## config.mk

```make
export PLATFORM = sky130hd
export DESIGN_NAME = ser_rx
export DESIGN_NICKNAME = d
export VERILOG_FILES = /design/src/rtl/ser_pkg.sv /design/src/rtl/ser_rx_shreg.sv /design/src/rtl/ser_rx.sv
export SDC_FILE = /design/constraint.sdc
export NUM_CORES = 1
export LEC_CHECK = 0
export CAP_MARGIN = 10
export CORE_MARGIN = 2
export CORE_UTILIZATION = 60
export DETAILED_ROUTE_END_ITERATION = 10
export DONT_BUFFER_PORTS = 1
export MAX_ROUTING_LAYER = met4
export PLACE_DENSITY = 0.86
export SETUP_SLACK_MARGIN = 0.05
export SYNTH_ARGS = -nofsm -noshare
export SYNTH_HDL_FRONTEND = slang
export SYNTH_HIERARCHICAL = 1
export SYNTH_SLANG_ARGS = --single-unit
export TNS_END_PERCENT = 5
```

## constraint.sdc

```tcl
create_clock -name clk -period 2.3 [get_ports clk]
set_clock_uncertainty 0.1 [all_clocks]
set_input_delay 0.69 -clock clk [delete_from_list [all_inputs] [get_ports clk]]
set_output_delay 0.69 -clock clk [all_outputs]
set_load 0.02 [all_outputs]
```

## src/rtl/ser_pkg.sv

```systemverilog
// rtl/ser_pkg.sv - shared FSM state type and frame arithmetic for the serial receiver
package ser_pkg;

  typedef enum logic [2:0] {
    IDLE,
    DATA,
    PAR,
    STOP,
    BREAK
  } ser_state_e;

  // Bits on the line per frame: start + data + optional parity + stop.
  function automatic int frame_len(input int dw, input int parity_en);
    return dw + parity_en + 2;
  endfunction

endpackage

```

## src/rtl/ser_rx_shreg.sv

```systemverilog
// rtl/ser_rx_shreg.sv - payload shift register, bit counter and running parity
module ser_rx_shreg
  import ser_pkg::*;
#(
  parameter int DW = 8
) (
  input  logic          clk,
  input  logic          rst,
  input  logic          clr,
  input  logic          shift,
  input  logic          acc,
  input  logic          din,
  output logic [DW-1:0] q,
  output logic          last,
  output logic          par
);

  localparam int CW = (DW > 1) ? $clog2(DW) : 1;

  logic [CW-1:0] cnt;

  // acc folds the parity bit into the running XOR without shifting the payload.
  always_ff @(posedge clk) begin
    if (rst) begin
      q   <= '0;
      cnt <= '0;
      par <= 1'b0;
    end else if (clr) begin
      cnt <= '0;
      par <= 1'b0;
    end else if (shift) begin
      q   <= {din, q[DW-1:1]};
      cnt <= cnt + 1'b1;
      par <= par ^ din;
    end else if (acc) begin
      par <= par ^ din;
    end
  end

  assign last = (cnt == CW'(DW - 1));

endmodule

```

## src/rtl/ser_rx.sv

```systemverilog
// rtl/ser_rx.sv - serial frame receiver with parity/stop checking and a one-deep holding register
module ser_rx
  import ser_pkg::*;
#(
  parameter int DW        = 8,
  parameter int PARITY_EN = 1
) (
  input  logic          clk,
  input  logic          rst,
  input  logic          sdi,
  output logic [DW-1:0] data,
  output logic          valid,
  input  logic          ready,
  output logic          perr,
  output logic          ferr,
  output logic          ovr
);

  ser_state_e    state, state_nx;
  logic          sdi_q;
  logic          sh_clr, sh_shift, sh_acc, sh_last, sh_par;
  logic [DW-1:0] sh_q;
  logic          done;
  logic          par_bad;

  // Line idles high, so the input flop resets to 1 to avoid a phantom start bit.
  always_ff @(posedge clk) begin
    if (rst) sdi_q <= 1'b1;
    else     sdi_q <= sdi;
  end

  always_ff @(posedge clk) begin
    if (rst) state <= IDLE;
    else     state <= state_nx;
  end

  always_comb begin
    state_nx = state;
    sh_clr   = 1'b0;
    sh_shift = 1'b0;
    sh_acc   = 1'b0;
    done     = 1'b0;
    case (state)
      IDLE: begin
        if (!sdi_q) begin
          state_nx = DATA;
          sh_clr   = 1'b1;
        end
      end
      DATA: begin
        sh_shift = 1'b1;
        if (sh_last) state_nx = (PARITY_EN != 0) ? PAR : STOP;
      end
      PAR: begin
        sh_acc   = 1'b1;
        state_nx = STOP;
      end
      STOP: begin
        done     = 1'b1;
        state_nx = sdi_q ? IDLE : BREAK;
      end
      BREAK: begin
        if (sdi_q) state_nx = IDLE;
      end
      default: state_nx = IDLE;
    endcase
  end

  ser_rx_shreg #(.DW(DW)) u_shreg (
    .clk   (clk),
    .rst   (rst),
    .clr   (sh_clr),
    .shift (sh_shift),
    .acc   (sh_acc),
    .din   (sdi_q),
    .q     (sh_q),
    .last  (sh_last),
    .par   (sh_par)
  );

  assign par_bad = (PARITY_EN != 0) ? sh_par : 1'b0;

  // A completing frame replaces the held one only if the slot is empty or being drained.
  always_ff @(posedge clk) begin
    if (rst) begin
      data  <= '0;
      valid <= 1'b0;
      perr  <= 1'b0;
      ferr  <= 1'b0;
      ovr   <= 1'b0;
    end else if (done) begin
      if (!valid || ready) begin
        data  <= sh_q;
        perr  <= par_bad;
        ferr  <= ~sdi_q;
        valid <= 1'b1;
      end else begin
        ovr <= 1'b1;
      end
    end else if (valid && ready) begin
      valid <= 1'b0;
    end
  end

endmodule

```

==> impl_metrics.tcl, run 1 <==
set metrics [dict create \
    grt_pass1_vias 731 \
    crit_type "flop to flop" \
    slew_viol_final 0 \
    setup_tns_ps 0 \
    clock_path_buffers 2 \
    htreeDepth 1 \
    gp_congestion 0.790 \
    postRouteAntennaNets 0 \
    path_clk_slew_ps 140 \
    irDropWorstVdd_mv 0.507 \
    ys_top_cells_by_area "dfxtp_1 (47%), mux2i_1 (8.4%), nand3_2 (7.6%)" \
    drive_gt1_share_pct 25.0 \
    hold_slack_ps 321 \
    die_h_um 48.5 \
    holdCritStartpoint "rst" \
    min_path_type "input pin to flop" \
    start_kind "flop" \
    cts_tree "done" \
    antenna_found_initial 0 \
    post_cts_buffers 0 \
    async_reset_ff_share_pct 0 \
    fill_cells 154 \
    cap_violations 0 \
    die-area_um2 2350 \
    firstDrtPassIters 4 \
    cts_hold_buf 0 \
    cellPowerDensity_nw_per_um2 685 \
    reg2reg_to "u_shreg/q[1]$_SDFFE_PP0P_" \
    outcome "finished, final reports clean" \
    max_freq_ghz 0.593 \
    final_nets 119 \
    hpwlAfterDp_um 1320 \
    grt.overflow.total 0 \
    synth-edff-count 0 \
    routed_via_density 5.57 \
    grt_pass1_wl_um 3340 \
    worstHoldPathCells 1 \
    track_usage_pct 18.2 \
    worst-path-max-fanout 9 \
    drtIter0Drc 22 \
    synth_most_common_cell "dfxtp_1" \
    syn_avg_cell_area_um2 10.4 \
    drc 0 \
    io_buffers 0 \
    cts_root_buffer "clkbuf_4" \
    coreArea_um2 1920 \
    reg2reg_from "state[1]$_SDFFE_PP0P_" \
    fin_util_pct 64.1 \
    timing.reg2reg.setup_slack_ps 610 \
    io_pins 16 \
    endpoint_kind "flop" \
    fin_area_um2 1230 \
    synth_area_leader_cell "dfxtp_1" \
    cp.required_ps 2430 \
    cp.arrival_ps 1810 \
    die_w_um 48.5 \
    cts_sinks 28 \
    post_drt_wl_per_cell_um 13.4 \
    drt-total-wl_um 1860 \
    cts-resized-gates 0 \
    n_antenna_cell 0 \
    syn_inst 114 \
    r2r_cells 5 \
    ys_ff_latch 28 \
    cts_buffers 3 \
    syn_nets 120 \
    min_to "data[6]$_SDFFE_PP0P_" \
    areaGrowthSynthToFinish_pct 3.58 \
    relSlewSlack_pct 59.3 \
    synth.top_cells.by_count "dfxtp_1 (28), nor2_1 (11), a21oi_2 (10), mux2i_1 (10), o21ai_0 (10)" \
    ys_warn_count 6 \
    rsz0062_at_grt "no" \
    ys_types 26 \
    post-route-period-util_pct 73.3 \
    vias 774 \
    ys.flop_type "dfxtp_1" \
    p_leak_nw 0.393 \
    setup_violations 0 \
    syn_area_um2 1190 \
    grt_max_degree 29 \
    placed_cell_area_um2 1180 \
    yosysTopAreaCellShare_pct 47.2 \
    insertion_delay_ps 320 \
    worst_pin_slew_ps 610 \
    layout_min_cycle_time_ps 1690 \
    start_util_pct 61.8 \
    rows 16 \
    seq_area_frac_synth_pct 47.2 \
    hold_viol_final 0 \
]
[flip-flops by register name, indices dropped and copies added, names as in the netlist]
signal and count:
ovr 1, sdi_q 1, u_shreg/cnt 3, u_shreg/q 8
data 8, valid 1, u_shreg/par 1, perr 1
state 3, ferr 1
[cell families (layout without fill, tap and decap cells)]
kind of cell | count (synthesis) | count (layout) | synth area share [%]
AO/OA/AOI/OAI | 26 | 26 | 14.9
XOR/XNOR | 2 | 2 | 1.47
adder cells (fa/ha/maj) | 2 | 2 | 2.10
buffers and inverters | 8 | 6 | 4.95
flip-flops | 28 | 28 | 47.2
multiplexers | 10 | 10 | 8.42
AND/OR/NAND/NOR | 38 | 38 | 20.9
[layout make-up]
type                       instances  area (µm²)  share of cell area (%)
multi-input combinational         78         569                    46.2
clock buffer                       3        22.5                    1.83
tap                               27        33.8                    2.74
sequential                        28         561                    45.5
clock inverter                     1        30.0                    2.44
timing repair buffer               2        15.0                    1.22
[cells in the final DEF, fill, tap and decap left out, drive strengths merged]
master	count
dfxtp	28
a21oi	13
nor2	11
o21ai	10
mux2i	10
nand3	9
nor3	6
nand2b	3
clkbuf	3
nand3b	2
nor2b	2
ha	2
buf	2
nor3b	1
nor4	1
and3b	1
a311oi	1
or2	1
o22a	1
a211oi	1
bufinv	1
and2b	1
xor2	1
xnor2	1
[worst max-delay path by stage]
stage	startpoint	end	slack, ps
5_1_grt	state[0]$_SDFFE_PP0P_	u_shreg/q[6]$_SDFFE_PP0P_	460
4_1_cts	state[1]$_SDFFE_PP0P_	u_shreg/q[6]$_SDFFE_PP0P_	620
3_3_place_gp	ready	ferr$_SDFFE_PP0P_	620
6_report	state[1]$_SDFFE_PP0P_	u_shreg/q[1]$_SDFFE_PP0P_	610
3_5_place_dp	ready	ferr$_SDFFE_PP0P_	570
2_1_floorplan	state[1]$_SDFFE_PP0P_	u_shreg/q[7]$_SDFFE_PP0P_	550
[where the power goes]
part	leakage [nW]	switching, mW	internal, mW
Clock	0.0279	0.134	0.176
Combinational	0.139	0.0146	0.0184
Sequential	0.226	0.00818	0.492
Total	0.393	0.157	0.686
[critical path, stage by stage, from the launching register on]
cell and delay, ps:
dfxtp_1 420, nor4_1 350, buf_4 200, and2b_2 300
mux2i_1 180, nor2_1 50
[metrics by stage]
stage / cells / power, mW / worst slack [ps]
final: 139 / 0.843 / 615
after detailed placement: 135 / 0.543 / 568
after global routing: 139 / 0.874 / 463
after global placement: 135 / 0.542 / 616
after CTS: 139 / 0.851 / 622
after floorplan: 114 / 0.544 / 551
[per-layer routing]
| layer | vias up | global-route usage, % | wire length (µm) |
|---|---|---|---|
| met3 | 2 | 4.63 | 89 |
| li1 | 396 | - | - |
| met4 | 0 | 5.71 | 13 |
| met5 | - | - | 0 |
| met2 | 16 | 27.5 | 831 |
| met1 | 360 | 24.2 | 922 |
No activity file was read; power rests on OpenSTA's default activity.
==> inputs of run 2 (changes only) <==
Settings changed: ABC_AREA set to 1, CORE_UTILIZATION 60 to 54, PLACE_DENSITY 0.86 to 0.82.
Clock period 2.3 ns to 1.45 ns, I/O delays scaled along.
==> impl_metrics.tcl, run 2 <==
set metrics [dict create \
    min_path_type "input pin to flop" \
    multi_input_area_um2 504 \
    syn_inst 162 \
    insertion_delay_ps 330 \
    holdCritStartpoint "rst" \
    cpMaxStageDelayCell "dfxtp_1" \
    top_regs "data x8, u_shreg/q x8" \
    ys.flop_type "dfxtp_1" \
    relSlewSlack_pct 78.4 \
    final_cell_mix "nor2_1 (43), nand2_1 (32), dfxtp_1 (25)" \
    track_usage_pct 16.3 \
    post_drt_wl_per_cell_um 10.2 \
    fill_cells 168 \
    grt_pass1_vias 766 \
    start_kind "flop" \
    post-route-period-util_pct 93.2 \
    slew_viol_final 0 \
    critical_path_buf_inv_count 1 \
    synth-edff-count 0 \
    vias 913 \
    cp.depth 1 \
    async_reset_ff_share_pct 0 \
    endpoint_kind "output port" \
    r2r_cells 6 \
    cts_tree "done" \
    ys_types 21 \
    synth_most_common_cell "nor2_1" \
    seq_area_frac_synth_pct 48.3 \
    ys_top_cells_by_area "dfxtp_1 (48%), nor2_1 (15%), nand2_1 (11%)" \
    fin_util_pct 66.0 \
    grt_max_degree 21 \
    n_antenna_cell 0 \
    firstDrtPassIters 4 \
    timing.reg2reg.setup_slack_ps 110 \
    setup.worst_path.start "valid$_SDFFE_PP0P_" \
    synth_area_leader_cell "dfxtp_1" \
    cts_buffers 3 \
    register_area_um2 567 \
    setup_violations 0 \
    ys_warn_count 6 \
    placedCellCount 188 \
    start_util_pct 57.9 \
    p_leak_nw 0.556 \
    min_to "state[2]$_SDFFE_PP0P_" \
    worstHoldPathCells 1 \
    cellPowerDensity_nw_per_um2 1150 \
    htreeDepth 1 \
    drtIter0Drc 22 \
    synth.top_cells.by_count "nor2_1 (46), nand2_1 (33), dfxtp_1 (28), inv_1 (21), o21ai_1 (9)" \
    outcome "finished, final reports clean" \
    gp_congestion 0.868 \
    areaGrowthSynthToFinish_pct 13.9 \
    reg2reg_from "state[0]$_SDFFE_PP0P_" \
    syn_area_um2 1160 \
    worst-path-max-fanout 2 \
    layout_min_cycle_time_ps 1350 \
    io_buffers 0 \
    drt-total-wl_um 2000 \
    hpwlAfterDp_um 1320 \
    worst_pin_slew_ps 323 \
    crit_type "flop to output port" \
    irDropWorstVdd_mv 0.613 \
    coreArea_um2 2000 \
    hold_viol_final 0 \
    syn_avg_cell_area_um2 7.16 \
    syn_nets 168 \
    cts_hold_buf 0 \
    ys_ff_latch 28 \
    die_h_um 50.3 \
    wl_met2_um 906 \
    grt.overflow.total 0 \
    path_clk_slew_ps 140 \
    layout_commonest_cell "nor2_1" \
    fin_cells 196 \
    cap_violations 0 \
    cp.arrival_ps 820 \
    final_nets 176 \
    clock_path_buffers 2 \
    yosysTopAreaCellShare_pct 48.3 \
    top_layer_used "met4" \
    cts_sinks 28 \
    rows 16 \
    reg2reg_to "u_shreg/q[7]$_SDFFE_PP0P_" \
    path_cells "buf_4" \
    die-area_um2 2530 \
    setup_tns_ps 0 \
    cts_root_buffer "clkbuf_4" \
    crit_family "flip-flops" \
    max_stage_delay_ps 350 \
    wirelength_met1_um 1010 \
    max_freq_ghz 0.740 \
    io_pins 16 \
    dr_wl_met3_um 61 \
    postRouteAntennaNets 0 \
    die_w_um 50.3 \
    grt_pass1_wl_um 3230 \
    drive_gt1_share_pct 16.0 \
    antenna_found_initial 0 \
    cp.required_ps 920 \
    drc 0 \
    routed_via_density 4.66 \
]
-- run 2: changes by cell type after synthesis, moves of 3 or more --
| cell | before | now |
|---|---|---|
| mux2i_1 | 10 | 0 |
| nand3_2 | 9 | 1 |
| inv_1 | 0 | 21 |
| o21ai_1 | 0 | 9 |
| nor2_1 | 11 | 46 |
| nand2_1 | 0 | 33 |
| nor3_1 | 6 | 1 |
| buf_2 | 4 | 0 |
| nand2b_1 | 3 | 0 |
| a21oi_2 | 10 | 0 |
| nand3_1 | 0 | 3 |
| o21ai_0 | 10 | 1 |
-- run 2: logic make-up (layout without fill, tap and decap cells) --
family | count (synthesis) | in the layout | synth area share [%]
flip-flops | 28 | 28 | 48.3
AND/OR/NAND/NOR | 88 | 88 | 31.2
XOR/XNOR | 1 | 1 | 0.755
AO/OA/AOI/OAI | 16 | 16 | 7.12
adder cells (fa/ha/maj) | 2 | 2 | 2.16
buffers and inverters | 27 | 34 | 10.5
-- run 2: metal layers --
layer / vias up / global-route usage [%]
met5: - / -
met4: 0 / 2.70
met3: 4 / 2.98
met2: 16 / 25.4
met1: 387 / 22.6
li1: 506 / -
-- run 2: cell type report --
type,instances,share of cell area [%]
clock buffers,3,1.70
clock inverters,1,2.27
inverters,24,7.77
multi-input cells,107,38.2
flip-flops and latches,28,42.9
well taps,27,2.56
repair buffers,6,4.64
-- run 2: worst max-delay path by stage --
stage	endpoint
2_1_floorplan	u_shreg/q[1]$_SDFFE_PP0P_
3_3_place_gp	u_shreg/q[7]$_SDFFE_PP0P_
3_5_place_dp	u_shreg/q[0]$_SDFFE_PP0P_
4_1_cts	u_shreg/q[0]$_SDFFE_PP0P_
5_1_grt	u_shreg/q[7]$_SDFFE_PP0P_
6_report	valid
-- run 2: power by group --
| group | internal (mW) | total [mW] | switching (mW) | leakage (nW) |
|---|---|---|---|---|
| clock | 0.280 | 0.511 | 0.231 | 0.0279 |
| combinational | 0.0683 | 0.168 | 0.0993 | 0.299 |
| sequential | 0.804 | 0.839 | 0.0351 | 0.229 |
-- run 2: stage by stage --
stage	hold WS (ps)	instance area (µm²)	worst slack, ps	total power [mW]
floorplan	341	1160	182	0.966
global route	25.5	1320	-36.4	1.59
finish	49.9	1320	99.3	1.52
detailed placement	362	1190	36.0	0.991
global placement	354	1190	107	0.986
CTS	52.3	1250	65.2	1.49
-- run 2: worst register-to-register path: stages (launching register included) --
cell	delay, ps
dfxtp_1	480
nand3_1	160
inv_2	120
nand2_4	110
buf_6	130
o21ai_1	110
nor2_1	60
-- run 2: timing repair --
| item | CTS | global route |
|---|---|---|
| resized for setup | 1 | 15 |
| endpoints found under the setup margin | 8 | 9 |
| buffers inserted | 0 | 4 |
| pin swaps | 0 | 3 |
